**config.mk**
```make
export PLATFORM = sky130hd
export DESIGN_NAME = pwm_deadtime_gen
export DESIGN_NICKNAME = d
export VERILOG_FILES = /design/src/rtl/pwm_deadtime_gen.sv
export SDC_FILE = /design/constraint.sdc
export NUM_CORES = 1
export LEC_CHECK = 0
export BUFFER_PORTS_ARGS = -buffer_cell sky130_fd_sc_hd__buf_2
export CAP_MARGIN = 30
export CORE_AREA = 2 2 67 75
export DETAILED_ROUTE_END_ITERATION = 8
export DIE_AREA = 0 0 69 77
export PLACE_DENSITY_LB_ADDON = 0.15
export SYNTH_ARGS = -nofsm -noshare
export SYNTH_HDL_FRONTEND = slang
export SYNTH_SLANG_ARGS = --single-unit
```
**constraint.sdc**
```tcl
create_clock -name i_clk -period 1.6 [get_ports i_clk]
set_input_delay 0 -clock i_clk [delete_from_list [all_inputs] [get_ports i_clk]]
set_output_delay 0 -clock i_clk [all_outputs]
set_load 0.05 [all_outputs]
```
**src/rtl/pwm_deadtime_gen.sv**
```systemverilog
// Complementary PWM pair with dead-time insertion, driven by an external modulo count.
// Duty words are double-buffered and only take effect at the period boundary.
module pwm_deadtime_gen #(
  parameter  int MOD  = 100000,
  parameter  int DEAD = 4,
  localparam int CW   = $clog2(MOD),
  localparam int DW   = $clog2(MOD + 1)
) (
  input  logic          i_clk,
  input  logic          i_rst_n,
  input  logic [CW-1:0] i_count,
  input  logic [DW-1:0] i_duty,
  input  logic          i_duty_valid,
  output logic          o_duty_ready,
  output logic          o_pwm_h,
  output logic          o_pwm_l,
  output logic          o_period_start
);

  typedef enum logic [1:0] {
    ST_LOW   = 2'd0,
    ST_DT_LH = 2'd1,
    ST_HIGH  = 2'd2,
    ST_DT_HL = 2'd3
  } state_t;

  localparam int             DTW       = (DEAD > 0) ? $clog2(DEAD + 1) : 1;
  localparam logic [DTW-1:0] DT_LOAD   = (DEAD > 0) ? DTW'(DEAD - 1) : {DTW{1'b0}};
  localparam logic [DTW-1:0] DT_ZERO   = {DTW{1'b0}};
  localparam logic [DW-1:0]  MOD_D     = DW'(MOD);
  localparam logic [CW-1:0]  LAST_CNT  = CW'(MOD - 1);
  localparam logic [CW-1:0]  ZERO_CNT  = {CW{1'b0}};
  localparam state_t         RST_STATE = (DEAD == 0) ? ST_LOW : ST_DT_HL;

  logic [DW-1:0]  pend_duty_r;
  logic           pend_full_r;
  logic [DW-1:0]  act_duty_r;
  logic           raw_q_r;
  logic           period_start_r;
  state_t         state_r;
  logic [DTW-1:0] dt_cnt_r;
  logic           pwm_h_r;
  logic           pwm_l_r;
  logic           xfer_s;
  logic           wrap_s;

  function automatic logic [DW-1:0] clamp_duty(input logic [DW-1:0] d);
    if (d > MOD_D) begin
      return MOD_D;
    end else begin
      return d;
    end
  endfunction

  assign xfer_s         = i_duty_valid && !pend_full_r;
  assign wrap_s         = (i_count == LAST_CNT);
  assign o_duty_ready   = !pend_full_r;
  assign o_pwm_h        = pwm_h_r;
  assign o_pwm_l        = pwm_l_r;
  assign o_period_start = period_start_r;

  // Pending/active duty registers; a word accepted on the wrap edge waits one more period.
  always_ff @(posedge i_clk or negedge i_rst_n) begin
    if (!i_rst_n) begin
      pend_duty_r <= {DW{1'b0}};
      pend_full_r <= 1'b0;
      act_duty_r  <= {DW{1'b0}};
    end else if (wrap_s && pend_full_r) begin
      act_duty_r  <= pend_duty_r;
      pend_full_r <= 1'b0;
    end else if (xfer_s) begin
      pend_duty_r <= clamp_duty(i_duty);
      pend_full_r <= 1'b1;
    end
  end

  // Registered compare of the upstream count against the active duty.
  always_ff @(posedge i_clk or negedge i_rst_n) begin
    if (!i_rst_n) begin
      raw_q_r        <= 1'b0;
      period_start_r <= 1'b0;
    end else begin
      raw_q_r        <= (DW'(i_count) < act_duty_r);
      period_start_r <= (i_count == ZERO_CNT);
    end
  end

  // Dead-time FSM; outputs are registered from the state being entered.
  always_ff @(posedge i_clk or negedge i_rst_n) begin
    if (!i_rst_n) begin
      state_r  <= RST_STATE;
      dt_cnt_r <= DT_LOAD;
      pwm_h_r  <= 1'b0;
      pwm_l_r  <= 1'b0;
    end else begin
      case (state_r)
        ST_LOW: begin
          if (raw_q_r && (DEAD == 0)) begin
            state_r <= ST_HIGH;
            pwm_h_r <= 1'b1;
            pwm_l_r <= 1'b0;
          end else if (raw_q_r) begin
            state_r  <= ST_DT_LH;
            dt_cnt_r <= DT_LOAD;
            pwm_h_r  <= 1'b0;
            pwm_l_r  <= 1'b0;
          end else begin
            pwm_h_r <= 1'b0;
            pwm_l_r <= 1'b1;
          end
        end
        ST_DT_LH: begin
          if (!raw_q_r) begin
            state_r <= ST_LOW;
            pwm_h_r <= 1'b0;
            pwm_l_r <= 1'b1;
          end else if (dt_cnt_r == DT_ZERO) begin
            state_r <= ST_HIGH;
            pwm_h_r <= 1'b1;
            pwm_l_r <= 1'b0;
          end else begin
            dt_cnt_r <= dt_cnt_r - DTW'(1);
            pwm_h_r  <= 1'b0;
            pwm_l_r  <= 1'b0;
          end
        end
        ST_HIGH: begin
          if (!raw_q_r && (DEAD == 0)) begin
            state_r <= ST_LOW;
            pwm_h_r <= 1'b0;
            pwm_l_r <= 1'b1;
          end else if (!raw_q_r) begin
            state_r  <= ST_DT_HL;
            dt_cnt_r <= DT_LOAD;
            pwm_h_r  <= 1'b0;
            pwm_l_r  <= 1'b0;
          end else begin
            pwm_h_r <= 1'b1;
            pwm_l_r <= 1'b0;
          end
        end
        ST_DT_HL: begin
          if (raw_q_r) begin
            state_r <= ST_HIGH;
            pwm_h_r <= 1'b1;
            pwm_l_r <= 1'b0;
          end else if (dt_cnt_r == DT_ZERO) begin
            state_r <= ST_LOW;
            pwm_h_r <= 1'b0;
            pwm_l_r <= 1'b1;
          end else begin
            dt_cnt_r <= dt_cnt_r - DTW'(1);
            pwm_h_r  <= 1'b0;
            pwm_l_r  <= 1'b0;
          end
        end
        default: begin
          state_r  <= RST_STATE;
          dt_cnt_r <= DT_LOAD;
          pwm_h_r  <= 1'b0;
          pwm_l_r  <= 1'b0;
        end
      endcase
    end
  end

endmodule
```
* Yosys cells after proc, flatten, opt, wreduce, memory -nomap -nowiden
Cells that the tools add are included.
** Word-level totals
- Bits in registers :: 44
- Bits of input ports :: 37
- Output and inout port bits :: 4
- Logic and storage cells :: 58
** Cells by class
- $add $sub $neg :: 1
- Order comparisons :: 2
- Eq/ne operators :: 10
- Muxes and demuxes :: 23
- Bitwise operators :: 1
- Reduce and logical (&&, ||, !) cells :: 12
** Operators with widths (number)
- $eq A17 B17 Y1 const B :: 1
- $gt A17 B17 Y1 const B :: 1
- $logic_not A17 Y1 :: 1
- $lt A17 B17 Y1 :: 1
- $mux W17 :: 1
- $mux W3 :: 5
- $mux W2 :: 6
- $pmux W3 S4 :: 1
- $ne A2 B2 Y1 const B :: 4
- $pmux W2 S4 :: 1
- $reduce_and A4 Y1 :: 2
- $mux W1 :: 7
- $ne A3 B3 Y1 const B :: 2
- $pmux W1 S3 :: 2
- $eq A2 B2 Y1 const B :: 2
- $reduce_or A2 Y1 :: 2
- $logic_not A3 Y1 :: 1
- $sub A3 B1 Y3 const B :: 1
- $eq A2 B1 Y1 const B :: 1
- $logic_and A1 B1 Y1 :: 2
- $logic_not A2 Y1 :: 1
- $reduce_and A2 Y1 :: 1
- $reduce_bool A2 Y1 :: 1
- $logic_not A1 Y1 :: 1
- $not A1 Y1 :: 1

* Depth between registers and ports, before layout
- Word-level depth :: 4
- Mapped depth :: 7

* Worst setup path after synthesis
Ideal clock, no wire load.
- Kind :: reg-to-reg
- Start :: register act_duty_r[10]
- End :: register raw_q_r
- Library setup time :: 94 ps
- Arrival :: 1540 ps
- Setup slack :: -34 ps
- Stages on the path, launching flop included :: 7
- Buffers on the path :: 0
- Cell sequence :: dfrtp_1 > inv_1 > ha_1 > a21oi_1 > o21ai_0 > or4_1 > a211oi_1
** On the way
- Longest elaborated chain between the ends :: 1
** Ends and longest elaborated chain
- start, declared :: RTL line 37 : logic [DW-1:0] act_duty_r;
- start signal, assigned :: RTL line 67 : act_duty_r <= {DW{1'b0}};
- start signal, assigned :: RTL line 69 : act_duty_r <= pend_duty_r;
- $lt A17 B17 Y1 :: RTL line 83 : raw_q_r <= (DW'(i_count) < act_duty_r);
- end signal, assigned :: RTL line 83
- end, declared :: RTL line 38 : logic raw_q_r;
No other way between the ends.
A chain may end at the register's enable or synchronous reset.

* Final worst setup path
Ends and elaborated chain as after synthesis.

==> results by group <==
Floorplanning
  – Row count: 26
  – Core area: between 0.004 and 0.005 mm^2
  – Die area: roughly 0.0053 mm^2
  – Die height: 77 um
  – Die W: 69 um
  – Initial core utilization: 47.25%
  – Num ports: 41

Logic synthesis
  – Cell taking the most area after synthesis: dfrtp_1
  – Most frequent cell after synthesis: dfrtp_1
  – Yosys warns: 0
  – Post-Syn Instances: between 200 and 250
  – Post-synth top area share: 46.51%
  – Cell variety after synth: 31
  – Area of the mapped netlist: 0.002152 mm^2
  – Seq/Total Area, Yosys: 51.40%
  – Synth area leaders: dfrtp_1 (47%), ha_1 (10%), o21ai_0 (5.3%)
  – Synth cell count leaders: dfrtp_1 (40), nand2_1 (25), inv_1 (23), o21ai_0 (23), ha_1 (18)
  – Mean Syn Cell Area: 10.01 um^2
  – Number of synthesized flops with an enable pin: 0
  – Primary flip-flop cell chosen by synthesis mapping: dfrtp_1
  – Synth async-reset ratio: 100.0%
  – Syn_nets: 270
  – FF+latch count, synth: 44

Run status
  – Status: complete, but fails checks
  – Violated checks: setup timing

Timing
  – RSZ-0062 raised after global routing: true
  – Max Slew Vio Count: 0
  – Setup WS post-layout: -0.03797 ns
  – Relative slew slack: 75.86%
  – Fin. Hold Viols: 0
  – # setup viols final: 1
  – Tightest Pin Transition: 0.3595 ns
  – Highest Clock Rate: around 0.6 GHz
  – Setup Skew: roughly 0.0089 ns
  – Minimum clock period: 1.638 ns
  – Ratio of final minimum period to clock period: 102.4%

Cells and area
  – Nets: 357
  – Fin area: 0.003032 mm^2
  – Layout cells sized above 1: 34.77%
  – Area Overhead vs Synth: 40.87%
  – Post-Layout Cell Count: about 360
  – Diode count: 0
  – Fillcell total: 366
  – Fin util: 66.57%

Worst hold path
  – Hold Path Stages: 4
  – HP Class: in2reg

Global route
  – Vias in the first global route: 1,862
  – Initial antenna violation count: 0
  – Congestion Overflow GR: 0
  – Tot GR Track Use: 19.17%
  – Largest net degree at the start of global routing: 45
  – First-pass GRT wire length: 8224 um

Place
  – Detailed placement HPWL: 3248 um
  – Routability-driven placement congestion ratio: 0.7882
  – Area after DPL: about 0.0026 mm^2
  – Port bufs: 40
  – Dpl cells: ~330

Routing
  – Post-route ant nets: 0
  – Total number of vias: 1,800
  – Drt first pass iters: 4
  – Drt via density: 5.028
  – DR iter-0 viols: 51
  – Routed wire per std cell: 13.31 um
  – # DRC: 0
  – WL final: 4765 um

Worst setup path
  – Crit path cell chain: inv_2 > ha_4 > a21oi_2 > o21ai_2 > or4_4 > a211oi_2
  – CP endpoint: raw_q_r
  – Path type of the worst setup path: reg2reg
  – Critical Path End Type: flop
  – Worst Path Required: 1.81 ns
  – Arr. time, crit path: 1.85 ns
  – Worst setup path start: act_duty_r[10]
  – Worst R2R Start: act_duty_r[10]
  – Slowest cell on crit path: or4_4
  – Worst setup SP type: flop
  – R2R depth: 6
  – Flop-to-flop setup slack: -0.04 ns
  – Critical path fanouts, max: 2
  – Reg-to-reg endpoint: raw_q_r
  – Crit path largest cell delay: 0.49 ns

Pwr
  – Pwr Density: 810.5 mW/mm^2
  – Static Leak: 1.480 nW
  – Maximum vdd drop: 0.4609 mV

Clock tree
  – CTS tree: built
  – Clock transition at path regs: 0.08 ns
  – Root Driver: clkbuf_8
  – Clk buf depth: 2
  – Clock Latency Late Sink: 0.29 ns
  – Total CTS buffers: 5
  – Clock tree sinks: 44
  – H-tree levels: 2

Job
  – Total of max-cap violations: 0
-- timing repair --
action	in CTS	in global routing
resized for setup	14	10
setup buffers	2	1
setup endpoints to repair	1	9
hold buffers	22	0
pin swaps	9	3
hold endpoints to repair	63	0
-- worst min-delay path by stage --
stage | start | endpoint | slack [ns]
floorplan | i_rst_n | act_duty_r[0] | -0.30
global placement | i_rst_n | o_period_start | -0.003
detailed placement | i_rst_n | o_period_start | -0.006
CTS | i_count[9] | o_period_start | 0.003
global route | i_count[16] | o_period_start | 0.02
finish | i_count[9] | o_period_start | 0.008
-- cell usage in the layout, fill, tap and decap left out, types with 4 or more instances in the layout --
cell / Yosys / final
nand3_1: 4 / 4
a21oi_2: 0 / 4
nand2_1: 25 / 25
o21ai_0: 23 / 22
buf_4: 0 / 23
dlygate4sd3_1: 0 / 22
a21oi_1: 13 / 9
inv_2: 0 / 8
dfstp_2: 4 / 4
inv_1: 23 / 15
buf_2: 0 / 40
ha_4: 0 / 8
ha_1: 18 / 10
nor2_1: 16 / 15
dfrtp_1: 40 / 40
nand4_1: 5 / 5
nor4_1: 5 / 5
clkbuf_8: 0 / 7
a22o_1: 11 / 11
-- cell type report --
cell class	count	area [um^2]	area share [%]
Sequential cell	44	1106	36.48
Multi-Input combinational cell	142	1060	34.96
Timing Repair Buffer	86	613.1	20.22
Clock buffer	7	96.34	3.178
Inverter	23	86.33	2.848
Tap cell	56	70.07	2.311
-- cells by family (layout without fill, tap and decap cells) --
logic type	after synthesis	after routing	share of synthesized area [%]
buffers and inverters	29	116	5.813
flip-flops	44	44	51.40
multiplexers	3	3	1.570
adder cells (fa/ha/maj)	18	18	10.47
AND/OR/NAND/NOR	63	63	14.01
XOR/XNOR	1	1	0.4071
AO/OA/AOI/OAI	57	57	16.34
-- stage by stage --
stage                      TNS [ns]  setup WS (ns)  hold WS [ns]  total power [mW]
after floorplan           -0.005131      -0.005131       -0.2956             1.533
after global placement      -0.6813       -0.05965     -0.002921             1.684
after detailed placement    -0.5658       -0.07643     -0.006188             1.693
after CTS                  -0.02874       -0.02874      0.002517             2.474
after global routing       -0.09282       -0.09282       0.01814             2.601
final                      -0.03797       -0.03797      0.008277             2.457
-- power breakdown --
part	switching [mW]	internal, mW	total (mW)
combinational	0.229	0.202	0.431
clock	0.348	0.384	0.732
sequential	0.0552	1.24	1.29
-- state kept, by name, summed over array words and instances, names as in the netlist, named ones only --
register and count:
act_duty_r 17, pend_duty_r 17, dt_cnt_r 3, o_period_start 1, o_pwm_h 1, o_pwm_l 1
pend_full_r 1, raw_q_r 1, state_r 1
-- critical path: cells and delay by family, from the launching register on --
family          cells  cell delay [ns]
compound gates      3             0.43
simple gates        1             0.49
flops               1             0.37
fa+ha+maj           1             0.20
buf+inv             1             0.07
-- routing by layer --
metal / GRT usage [%] / vias to the layer above / share of wire (%) / routed length (um)
li1: - / 923 / - / -
met1: 25.15 / 829 / 47 / 2261
met2: 31.06 / 37 / 47 / 2240
met3: 3.417 / 11 / 3.0 / 142
met4: 8.431 / 0 / 2.5 / 121
met5: 0 / - / 0 / 0
No activity file was read; power rests on OpenSTA's default activity.
